===== src/rtl/visualizador_hamming.sv =====
// visualizador_hamming: display stage after the SECDED decoder.
// Latches one decoded result per dato_valido pulse and shows it on a 4-digit
// multiplexed common-anode 7-segment display, plus single/double error LEDs.
// D0 = corrected nibble, D1 = received data nibble, D2 = syndrome position,
// D3 = error count. Double errors blank D0/D1 with dashes and blink led_doble.
// Optional macro DP_INDICADOR_EN adds the active-low decimal point output
// `punto`, lit on D2 while a single error is captured.
module visualizador_hamming #(
    parameter int unsigned CICLOS_DIGITO   = 27000,
    parameter int unsigned CICLOS_PARPADEO = 6750000
) (
    input  logic       reloj,
    input  logic       rst_n,
    input  logic       dato_valido,
    input  logic [3:0] corregido,
    input  logic [7:0] recibido,
    input  logic       s1,
    input  logic       s2,
    input  logic       s3,
    input  logic       error_simple,
    input  logic       error_doble,
    output logic [3:0] anodos,
    output logic [6:0] segmentos,
    output logic       led_simple,
    output logic       led_doble
`ifdef DP_INDICADOR_EN
    ,
    output logic       punto
`endif
);

    localparam int unsigned DW = (CICLOS_DIGITO > 1) ? $clog2(CICLOS_DIGITO) : 1;
    localparam int unsigned BW = (CICLOS_PARPADEO > 1) ? $clog2(CICLOS_PARPADEO) : 1;
    localparam logic [DW-1:0] DIG_MAX   = DW'(CICLOS_DIGITO - 1);
    localparam logic [BW-1:0] BLINK_MAX = BW'(CICLOS_PARPADEO - 1);
    localparam logic [6:0]    SEG_GUION = 7'b0111111;

    // Active-low {g,f,e,d,c,b,a} hex glyphs.
    function automatic logic [6:0] hex_a_seg(input logic [3:0] v);
        logic [6:0] s;
        case (v)
            4'h0: s = 7'b1000000;
            4'h1: s = 7'b1111001;
            4'h2: s = 7'b0100100;
            4'h3: s = 7'b0110000;
            4'h4: s = 7'b0011001;
            4'h5: s = 7'b0010010;
            4'h6: s = 7'b0000010;
            4'h7: s = 7'b1111000;
            4'h8: s = 7'b0000000;
            4'h9: s = 7'b0010000;
            4'hA: s = 7'b0001000;
            4'hB: s = 7'b0000011;
            4'hC: s = 7'b1000110;
            4'hD: s = 7'b0100001;
            4'hE: s = 7'b0000110;
            default: s = 7'b0001110;
        endcase
        return s;
    endfunction

    logic [DW-1:0] dig_cnt_q, dig_cnt_d;
    logic [1:0]    scan_q, scan_d;
    logic [BW-1:0] blink_cnt_q, blink_cnt_d;
    logic [3:0]    cap_corr_q, cap_corr_d;
    logic [3:0]    cap_rec_q, cap_rec_d;
    logic [2:0]    cap_pos_q, cap_pos_d;
    logic          cap_simple_q, cap_simple_d;
    logic          cap_doble_q, cap_doble_d;
    logic          capturado_q, capturado_d;
    logic          cap_stb_q, cap_stb_d;
    logic [3:0]    anodos_q, anodos_d;
    logic [6:0]    segmentos_q, segmentos_d;
    logic          led_simple_q, led_simple_d;
    logic          led_doble_q, led_doble_d;
    logic          punto_q, punto_d;

    // Received codeword bits that carry parity, not data.
    logic unused_bits;
    assign unused_bits = ^{recibido[7], recibido[3], recibido[1:0]};

    // Next-state: scan timing, capture, blink and registered display outputs.
    always_comb begin
        dig_cnt_d    = (dig_cnt_q == DIG_MAX) ? '0 : dig_cnt_q + DW'(1);
        scan_d       = (dig_cnt_q == DIG_MAX) ? scan_q + 2'd1 : scan_q;

        cap_corr_d   = cap_corr_q;
        cap_rec_d    = cap_rec_q;
        cap_pos_d    = cap_pos_q;
        cap_simple_d = cap_simple_q;
        cap_doble_d  = cap_doble_q;
        capturado_d  = capturado_q;
        cap_stb_d    = dato_valido;
        if (dato_valido) begin
            cap_corr_d   = corregido;
            cap_rec_d    = {recibido[6], recibido[5], recibido[4], recibido[2]};
            cap_pos_d    = {s3, s2, s1};
            // Double error wins when both flags are raised.
            cap_simple_d = error_simple & ~error_doble;
            cap_doble_d  = error_doble;
            capturado_d  = 1'b1;
        end

        led_simple_d = cap_simple_q;

        // Blink restarts on the edge after every capture.
        blink_cnt_d = '0;
        led_doble_d = 1'b0;
        if (cap_stb_q) begin
            led_doble_d = cap_doble_q;
        end else if (cap_doble_q) begin
            if (blink_cnt_q == BLINK_MAX) begin
                led_doble_d = ~led_doble_q;
            end else begin
                blink_cnt_d = blink_cnt_q + BW'(1);
                led_doble_d = led_doble_q;
            end
        end

        anodos_d    = ~(4'b0001 << scan_q);
        segmentos_d = SEG_GUION;
        punto_d     = 1'b1;
        if (capturado_q) begin
            unique case (scan_q)
                2'd0: segmentos_d = cap_doble_q ? SEG_GUION : hex_a_seg(cap_corr_q);
                2'd1: segmentos_d = cap_doble_q ? SEG_GUION : hex_a_seg(cap_rec_q);
                2'd2: begin
                    segmentos_d = hex_a_seg({1'b0, cap_pos_q});
                    punto_d     = ~cap_simple_q;
                end
                default: segmentos_d = hex_a_seg(cap_doble_q  ? 4'd2 :
                                                 cap_simple_q ? 4'd1 : 4'd0);
            endcase
        end
    end

    // State update with synchronous active-low reset.
    always_ff @(posedge reloj) begin
        if (!rst_n) begin
            dig_cnt_q    <= '0;
            scan_q       <= 2'd0;
            blink_cnt_q  <= '0;
            cap_corr_q   <= 4'd0;
            cap_rec_q    <= 4'd0;
            cap_pos_q    <= 3'd0;
            cap_simple_q <= 1'b0;
            cap_doble_q  <= 1'b0;
            capturado_q  <= 1'b0;
            cap_stb_q    <= 1'b0;
            anodos_q     <= 4'b1111;
            segmentos_q  <= 7'b1111111;
            led_simple_q <= 1'b0;
            led_doble_q  <= 1'b0;
            punto_q      <= 1'b1;
        end else begin
            dig_cnt_q    <= dig_cnt_d;
            scan_q       <= scan_d;
            blink_cnt_q  <= blink_cnt_d;
            cap_corr_q   <= cap_corr_d;
            cap_rec_q    <= cap_rec_d;
            cap_pos_q    <= cap_pos_d;
            cap_simple_q <= cap_simple_d;
            cap_doble_q  <= cap_doble_d;
            capturado_q  <= capturado_d;
            cap_stb_q    <= cap_stb_d;
            anodos_q     <= anodos_d;
            segmentos_q  <= segmentos_d;
            led_simple_q <= led_simple_d;
            led_doble_q  <= led_doble_d;
            punto_q      <= punto_d;
        end
    end

    assign anodos     = anodos_q;
    assign segmentos  = segmentos_q;
    assign led_simple = led_simple_q;
    assign led_doble  = led_doble_q;

`ifdef DP_INDICADOR_EN
    assign punto = punto_q;
`else
    logic unused_punto;
    assign unused_punto = punto_q;
`endif

endmodule


===== config.mk =====
export PLATFORM = sky130hd
export DESIGN_NAME = visualizador_hamming
export DESIGN_NICKNAME = d
export VERILOG_FILES = /design/src/rtl/visualizador_hamming.sv
export SDC_FILE = /design/constraint.sdc
export NUM_CORES = 1
export LEC_CHECK = 0
export BUFFER_PORTS_ARGS = -buffer_cell sky130_fd_sc_hd__buf_2
export CORE_MARGIN = 8
export CORE_UTILIZATION = 59
export DETAILED_ROUTE_END_ITERATION = 10
export PLACE_DENSITY = 0.88
export SYNTH_ARGS = -nofsm -noshare
export SYNTH_HDL_FRONTEND = slang
export SYNTH_SLANG_ARGS = --single-unit

===== constraint.sdc =====
create_clock -name reloj -period 2.9 [get_ports reloj]
set_clock_uncertainty 0.15 [all_clocks]
set_input_delay 0.435 -clock reloj [delete_from_list [all_inputs] [get_ports reloj]]
set_output_delay 0.435 -clock reloj [all_outputs]
set_load 0.01 [all_outputs]

-- After elaboration in Yosys (flattened, before gate mapping)
Memories as Yosys holds them, arrays and structs flattened. A register that Yosys moved wholly into a read port is not among the register bits.
Index checks and enable logic that the tools add are counted.
- word-level logic and storage cells: 53
- memories kept: 4
- bits in read-only memories: 392
- output and inout bits: 13
- bits in registers: 68
- add/subtract/negate cells: 3
- eq/ne operators: 5
- reductions and logical operators: 4
- muxes and demuxes: 15
- shift operators: 1
- bitwise logic cells: 6
- memory list (name ; depth ; bits a word ; read ports ; clocked after Yosys merged registers in ; write ports ; RTL line ; text):
    (name not given) ; 16 ; 7 ; 1 ; 1 ; 0 ; 41 ; case (v)
    (name not given) ; 16 ; 7 ; 1 ; 1 ; 0 ; 41 ;
    (name not given) ; 16 ; 7 ; 1 ; 0 ; 0 ; 41 ;
    (name not given) ; 8 ; 7 ; 1 ; 1 ; 0 ; 41 ;
- operators by type and width (kind ; number):
    $add 23x1->23 const B ; 1
    $eq 23x23->1 const B ; 1
    $mux 7 ; 3
    $pmux 7 s3 ; 1
    $mux 4 ; 4
    $add 15x1->15 const B ; 1
    $eq 15x15->1 const B ; 1
    $mux 3 ; 2
    $mux 1 ; 4
    $not 1->1 ; 4
    $not 4->4 ; 1
    $reduce_or 4->1 ; 1
    $shl 1x2->4 const A ; 1
    $ne 3x1->1 const B ; 1
    $add 2x1->2 const B ; 1
    $eq 2x1->1 const B ; 1
    $eq 2x2->1 const B ; 1
    $logic_not 2->1 ; 1
    $mux 2 ; 1
    $reduce_and 2->1 ; 1
    $reduce_or 2->1 ; 1
    $and 1x1->1 ; 1

-- Depth between registers and ports, before layout
An unclocked memory read counts as a cell.
- depth in word-level cells: 5
- mapped depth: 8
- depth with buffers taken out: 7

-- Least setup slack after synthesis
OpenSTA, ideal clock, no wires.
- kind: input -> register
- start point: input dato_valido
- end point: register (tool-made name)
- arrival time: 1.993 ns
- path slack: 0.623 ns
- buffers on the path: 2
- stages on the path: 7
- path through: buf_4 buf_2 mux2i_1 nor2b_1 inv_1 ha_1 mux4_2
- RTL lines (item ; RTL line ; text):
    start, declared ; 14 ; input logic dato_valido,

-- Final worst setup path
- start point: register blink_cnt_q[0]
- end point: register blink_cnt_q[20]
- cells in the longest elaborated chain, start to end: 2
- elaborated cells between the ends (all ways): 3
- RTL lines (item ; RTL line ; text):
    start, declared ; 64 ; logic [BW-1:0] blink_cnt_q, blink_cnt_d;
    start signal, assigned ; 158 ; blink_cnt_q <= blink_cnt_d;
    branches (longest 2 deep; another with $add 23x1->23) ; -- ;
Several ways; the timed one is not identified.
A chain may end at the register's enable or synchronous reset.

==> flow_results.xml <==
<?xml version="1.0" encoding="UTF-8"?>
<metrics>
  <group name="power">
    <metric name="p_comb_share" unit="%">8.2</metric>
    <metric name="clkPwrFrac" unit="%">37.4</metric>
    <metric name="total_switching_power" unit="uW">577</metric>
    <metric name="power_switching_share" unit="%">24.2</metric>
    <metric name="total_power" unit="mW">2.38</metric>
    <metric name="power.density_cell_area" unit="mW/mm2">542</metric>
    <metric name="power.ir.vdd_worst" unit="uV">300</metric>
    <metric name="power.internal" unit="mW">1.81</metric>
    <metric name="p_seq_share" unit="%">54.4</metric>
    <metric name="p_leak" unit="nW">1.76</metric>
  </group>
  <group name="sta">
    <metric name="max_freq" unit="MHz">468</metric>
    <metric name="rsz0062_at_grt" unit="">no</metric>
    <metric name="slew_viol_final" unit="">0</metric>
    <metric name="report.final.setup_viol" unit="">0</metric>
    <metric name="worst_relative_slew_slack" unit="%">66.0</metric>
    <metric name="whs" unit="ns">0.209</metric>
    <metric name="post-route-min-period" unit="ns">2.14</metric>
    <metric name="period_share" unit="%">73.6</metric>
    <metric name="totalNegativeSetupSlack" unit="ns">0</metric>
    <metric name="final-hold-violation-count" unit="">0</metric>
    <metric name="postLayoutSetupSlackWorst" unit="ns">0.765</metric>
    <metric name="max_slew.worst_pin.slew" unit="ns">0.510</metric>
  </group>
  <group name="critical_path">
    <metric name="reg2reg_to" unit="">blink_cnt_q[20]</metric>
    <metric name="crit_path_max_fanout" unit="">11</metric>
    <metric name="worst_r2r_startpoint" unit="">blink_cnt_q[0]</metric>
    <metric name="cpMaxStageDelayCell" unit="">or4_1</metric>
    <metric name="setup.reg_to_reg.worst_slack" unit="ns">0.76</metric>
    <metric name="critPathArrivalTime" unit="ns">2.27</metric>
    <metric name="cp.required" unit="ns">3.03</metric>
    <metric name="crit_chain" unit="">ha_1 -&gt; and3_1 -&gt; nand4_2 -&gt; or4_1 -&gt; a21oi_1</metric>
    <metric name="count_of_buffering_cells_on_the_critical_path_with_inverters_included" unit="">0</metric>
    <metric name="crit_family" unit="">simple AND/OR/NAND/NOR gates</metric>
    <metric name="depth_of_the_worst_register_to_register_path" unit="">5</metric>
    <metric name="critPathKind" unit="">flip-flop to flip-flop</metric>
    <metric name="worst_path_largest_cell_delay" unit="ns">0.57</metric>
    <metric name="crit_path_start_kind" unit="">flip-flop</metric>
    <metric name="crit_path_end_kind" unit="">flip-flop</metric>
  </group>
  <group name="cts">
    <metric name="max-clock-path-buffers" unit="">2</metric>
    <metric name="tritoncts_clock_tree" unit="">yes</metric>
    <metric name="cts_num_sinks" unit="">89</metric>
    <metric name="post_cts_hold_buffer_count" unit="">0</metric>
    <metric name="tritoncts.num_buffers" unit="">9</metric>
    <metric name="cts_htree_levels" unit="">3</metric>
    <metric name="post_cts.resized_instances" unit="">0</metric>
    <metric name="cts.root.buffer_cell" unit="">clkbuf_8</metric>
    <metric name="cts_setup_buffers" unit="">0</metric>
    <metric name="clk_latency" unit="ns">0.36</metric>
    <metric name="path_clk_slew" unit="ns">0.09</metric>
  </group>
  <group name="synth">
    <metric name="synth_simple_gate_area_share" unit="%">20.4</metric>
    <metric name="post_synth_instance_area" unit="mm2">0.00402</metric>
    <metric name="main_combinational_cell_family_by_area_after_synthesis" unit="">simple AND/OR/NAND/NOR gates</metric>
    <metric name="synth_enable_flop_cells" unit="">0</metric>
    <metric name="syn-num-nets" unit="">474</metric>
    <metric name="post-synth-top-area-cell" unit="">dfxtp_1</metric>
    <metric name="synth-xor-area-share" unit="%">5.88</metric>
    <metric name="ys_ff_latch" unit="">89</metric>
    <metric name="netlist_top_cells_area" unit="">dfxtp_1, ha_1, nor2_1</metric>
    <metric name="postSynth.asyncResetShare" unit="%">0</metric>
    <metric name="synthesized_area_fraction_occupied_by_adder_cells" unit="%">7.47</metric>
    <metric name="synth.mux.area_fraction" unit="%">6.69</metric>
    <metric name="number_of_distinct_standard_cells_referenced_by_the_synthesized_netlist" unit="">50</metric>
    <metric name="postSynthCellCount" unit="">430</metric>
    <metric name="synthesized_area_fraction_occupied_by_ao_oa_aoi_and_oai_cells" unit="%">10.4</metric>
    <metric name="synthesis.area_per_instance" unit="um2">9.35</metric>
    <metric name="netlist.area_leader.share" unit="%">44.3</metric>
    <metric name="ys_warn_count" unit="">0</metric>
    <metric name="synth.yosys.seq_area_share" unit="%">44.3</metric>
    <metric name="ys.flop_type" unit="">dfxtp_1</metric>
  </group>
  <group name="flow_run">
    <metric name="max_cap_violations" unit="">0</metric>
  </group>
  <group name="finish">
    <metric name="num-nets-final" unit="">498</metric>
    <metric name="final_common_cell" unit="">dfxtp_1</metric>
    <metric name="num_antenna_cells" unit="">0</metric>
    <metric name="filler_cell_count" unit="">511</metric>
    <metric name="layout.cell_area.non_filler" unit="mm2">0.00440</metric>
    <metric name="synthToLayoutAreaGrowth" unit="%">9.42</metric>
    <metric name="final_cell_mix" unit="">dfxtp_1, nor2_1, nand2_1</metric>
    <metric name="stdcell_count" unit="">539</metric>
    <metric name="finish.utilization" unit="%">65.9</metric>
    <metric name="drive_above_1_share" unit="%">14.6</metric>
  </group>
  <group name="place">
    <metric name="post-dp-hpwl" unit="um">5520</metric>
    <metric name="io_buffers" unit="">28</metric>
    <metric name="gpl.final_weighted_congestion" unit="">0.862</metric>
    <metric name="placed_cell_area" unit="mm2">0.00419</metric>
    <metric name="dp_cells" unit="">523</metric>
    <metric name="preCtsSetupSlack" unit="ns">0.493</metric>
  </group>
  <group name="floorplan">
    <metric name="design.portCount" unit="">33</metric>
    <metric name="die_area" unit="mm2">0.00972</metric>
    <metric name="die_width" unit="um">98.6</metric>
    <metric name="rows" unit="">30</metric>
    <metric name="floorplan.die.height" unit="um">98.6</metric>
    <metric name="initial_utilization" unit="%">60.2</metric>
    <metric name="floorplan.core_area" unit="mm2">0.00668</metric>
  </group>
  <group name="outcome">
    <metric name="status" unit="">finished, final reports clean</metric>
  </group>
  <group name="global_route">
    <metric name="global_route.overflow_total" unit="">0</metric>
    <metric name="antenna_found_initial" unit="">0</metric>
    <metric name="first_global_vias" unit="">3004</metric>
    <metric name="grt_pass1_wl" unit="um">13500</metric>
    <metric name="grt.total_usage" unit="%">16.9</metric>
    <metric name="maximum_number_of_pins_on_one_net_before_global_route_repair" unit="">24</metric>
  </group>
  <group name="routing">
    <metric name="routed_wire_length_per_instance" unit="um">14.6</metric>
    <metric name="vias" unit="">3111</metric>
    <metric name="route.antenna.remaining_nets" unit="">0</metric>
    <metric name="drtIter0Drc" unit="">172</metric>
    <metric name="drt_pass1_iterations" unit="">4</metric>
    <metric name="drc" unit="">0</metric>
    <metric name="final_wirelength" unit="um">7880</metric>
    <metric name="vias_per_cell" unit="">5.77</metric>
  </group>
  <group name="hold_path">
    <metric name="min_delay_worst_endpoint" unit="">cap_corr_q[1]</metric>
    <metric name="min_path_cells" unit="">3</metric>
    <metric name="min-delay-path-class" unit="">primary input to flip-flop</metric>
    <metric name="worst_hold_startpoint" unit="">corregido[1]</metric>
  </group>
</metrics>
==> worst reg2reg max path: cells and delay by family, from the launching register on <==
kind,cells,cell delay [ns]
AND/OR/NAND/NOR,3,1.19
AO/OA/AOI/OAI,1,0.15
flip-flops,1,0.38
adder cells (fa/ha/maj),1,0.21
==> how the worst max path moves through the flow <==
stage	start	to	slack, ns	depth (start not counted)
2_1_floorplan	dato_valido	flip-flop	0.62	7
3_3_place_gp	dato_valido	flip-flop	0.57	6
3_5_place_dp	dato_valido	flip-flop	0.49	6
4_1_cts	blink_cnt_q[0]	blink_cnt_q[22]	0.77	5
5_1_grt	blink_cnt_q[0]	blink_cnt_q[18]	0.59	5
6_report	blink_cnt_q[0]	blink_cnt_q[20]	0.76	5
==> cells in the mapped netlist (all sizes together), types with 2 or more instances <==
| library cell | number |
|---|---|
| dfxtp | 89 |
| nor2 | 39 |
| nand2 | 35 |
| inv | 26 |
| ha | 24 |
| o21ai | 22 |
| nand3 | 18 |
| a21oi | 15 |
| xnor2 | 14 |
| xor2 | 13 |
| buf | 12 |
| nand4 | 12 |
| mux2 | 11 |
| mux2i | 10 |
| nor2b | 10 |
| o22ai | 8 |
| and2 | 6 |
| clkbuf | 6 |
| or3 | 6 |
| nor3 | 5 |
| a22o | 4 |
| a31oi | 4 |
| and4 | 4 |
| or4 | 4 |
| and3 | 3 |
| nor4 | 3 |
| o21bai | 3 |
| o31ai | 3 |
| mux4 | 2 |
| nand2b | 2 |
| nand3b | 2 |
| o211ai | 2 |
| o2bb2ai | 2 |
| or3b | 2 |
| or4b | 2 |
==> cells by family after synthesis <==
group	Yosys count
simple gates	155
flops	89
compound gates	68
buf+inv	44
xor+xnor	27
fa+ha+maj	24
mux	23
==> per-layer routing <==
metal  track usage, %  wire length [um]  vias up  part of all wire, %
met2             28.7              3780       78                   48
met1             18.9              3500     1471                   44
li1                 -                 -     1539                    -
met5                0                 0        -                    0
met3             4.58               365       23                  4.6
met4             9.21               245        0                  3.1
==> layout make-up <==
class	count	area (um2)	area share [%]
flip-flops and latches	89	1780	40.5
inverters	26	97.6	2.22
repair buffers	31	163	3.70
clock buffers	11	151	3.44
well taps	80	100	2.27
multi-input cells	297	2050	46.5
clock inverters	5	62.6	1.42
==> power groups by stage <==
stage	clock network (mW)	registers [mW]	logic [mW]
finish	0.891	1.30	0.196
CTS	0.901	1.30	0.194
floorplan	0	1.32	0.136
global placement	0	1.32	0.177
global route	0.960	1.30	0.216
detailed placement	0	1.33	0.189
Note: power is estimated with default switching activity, not from simulation.
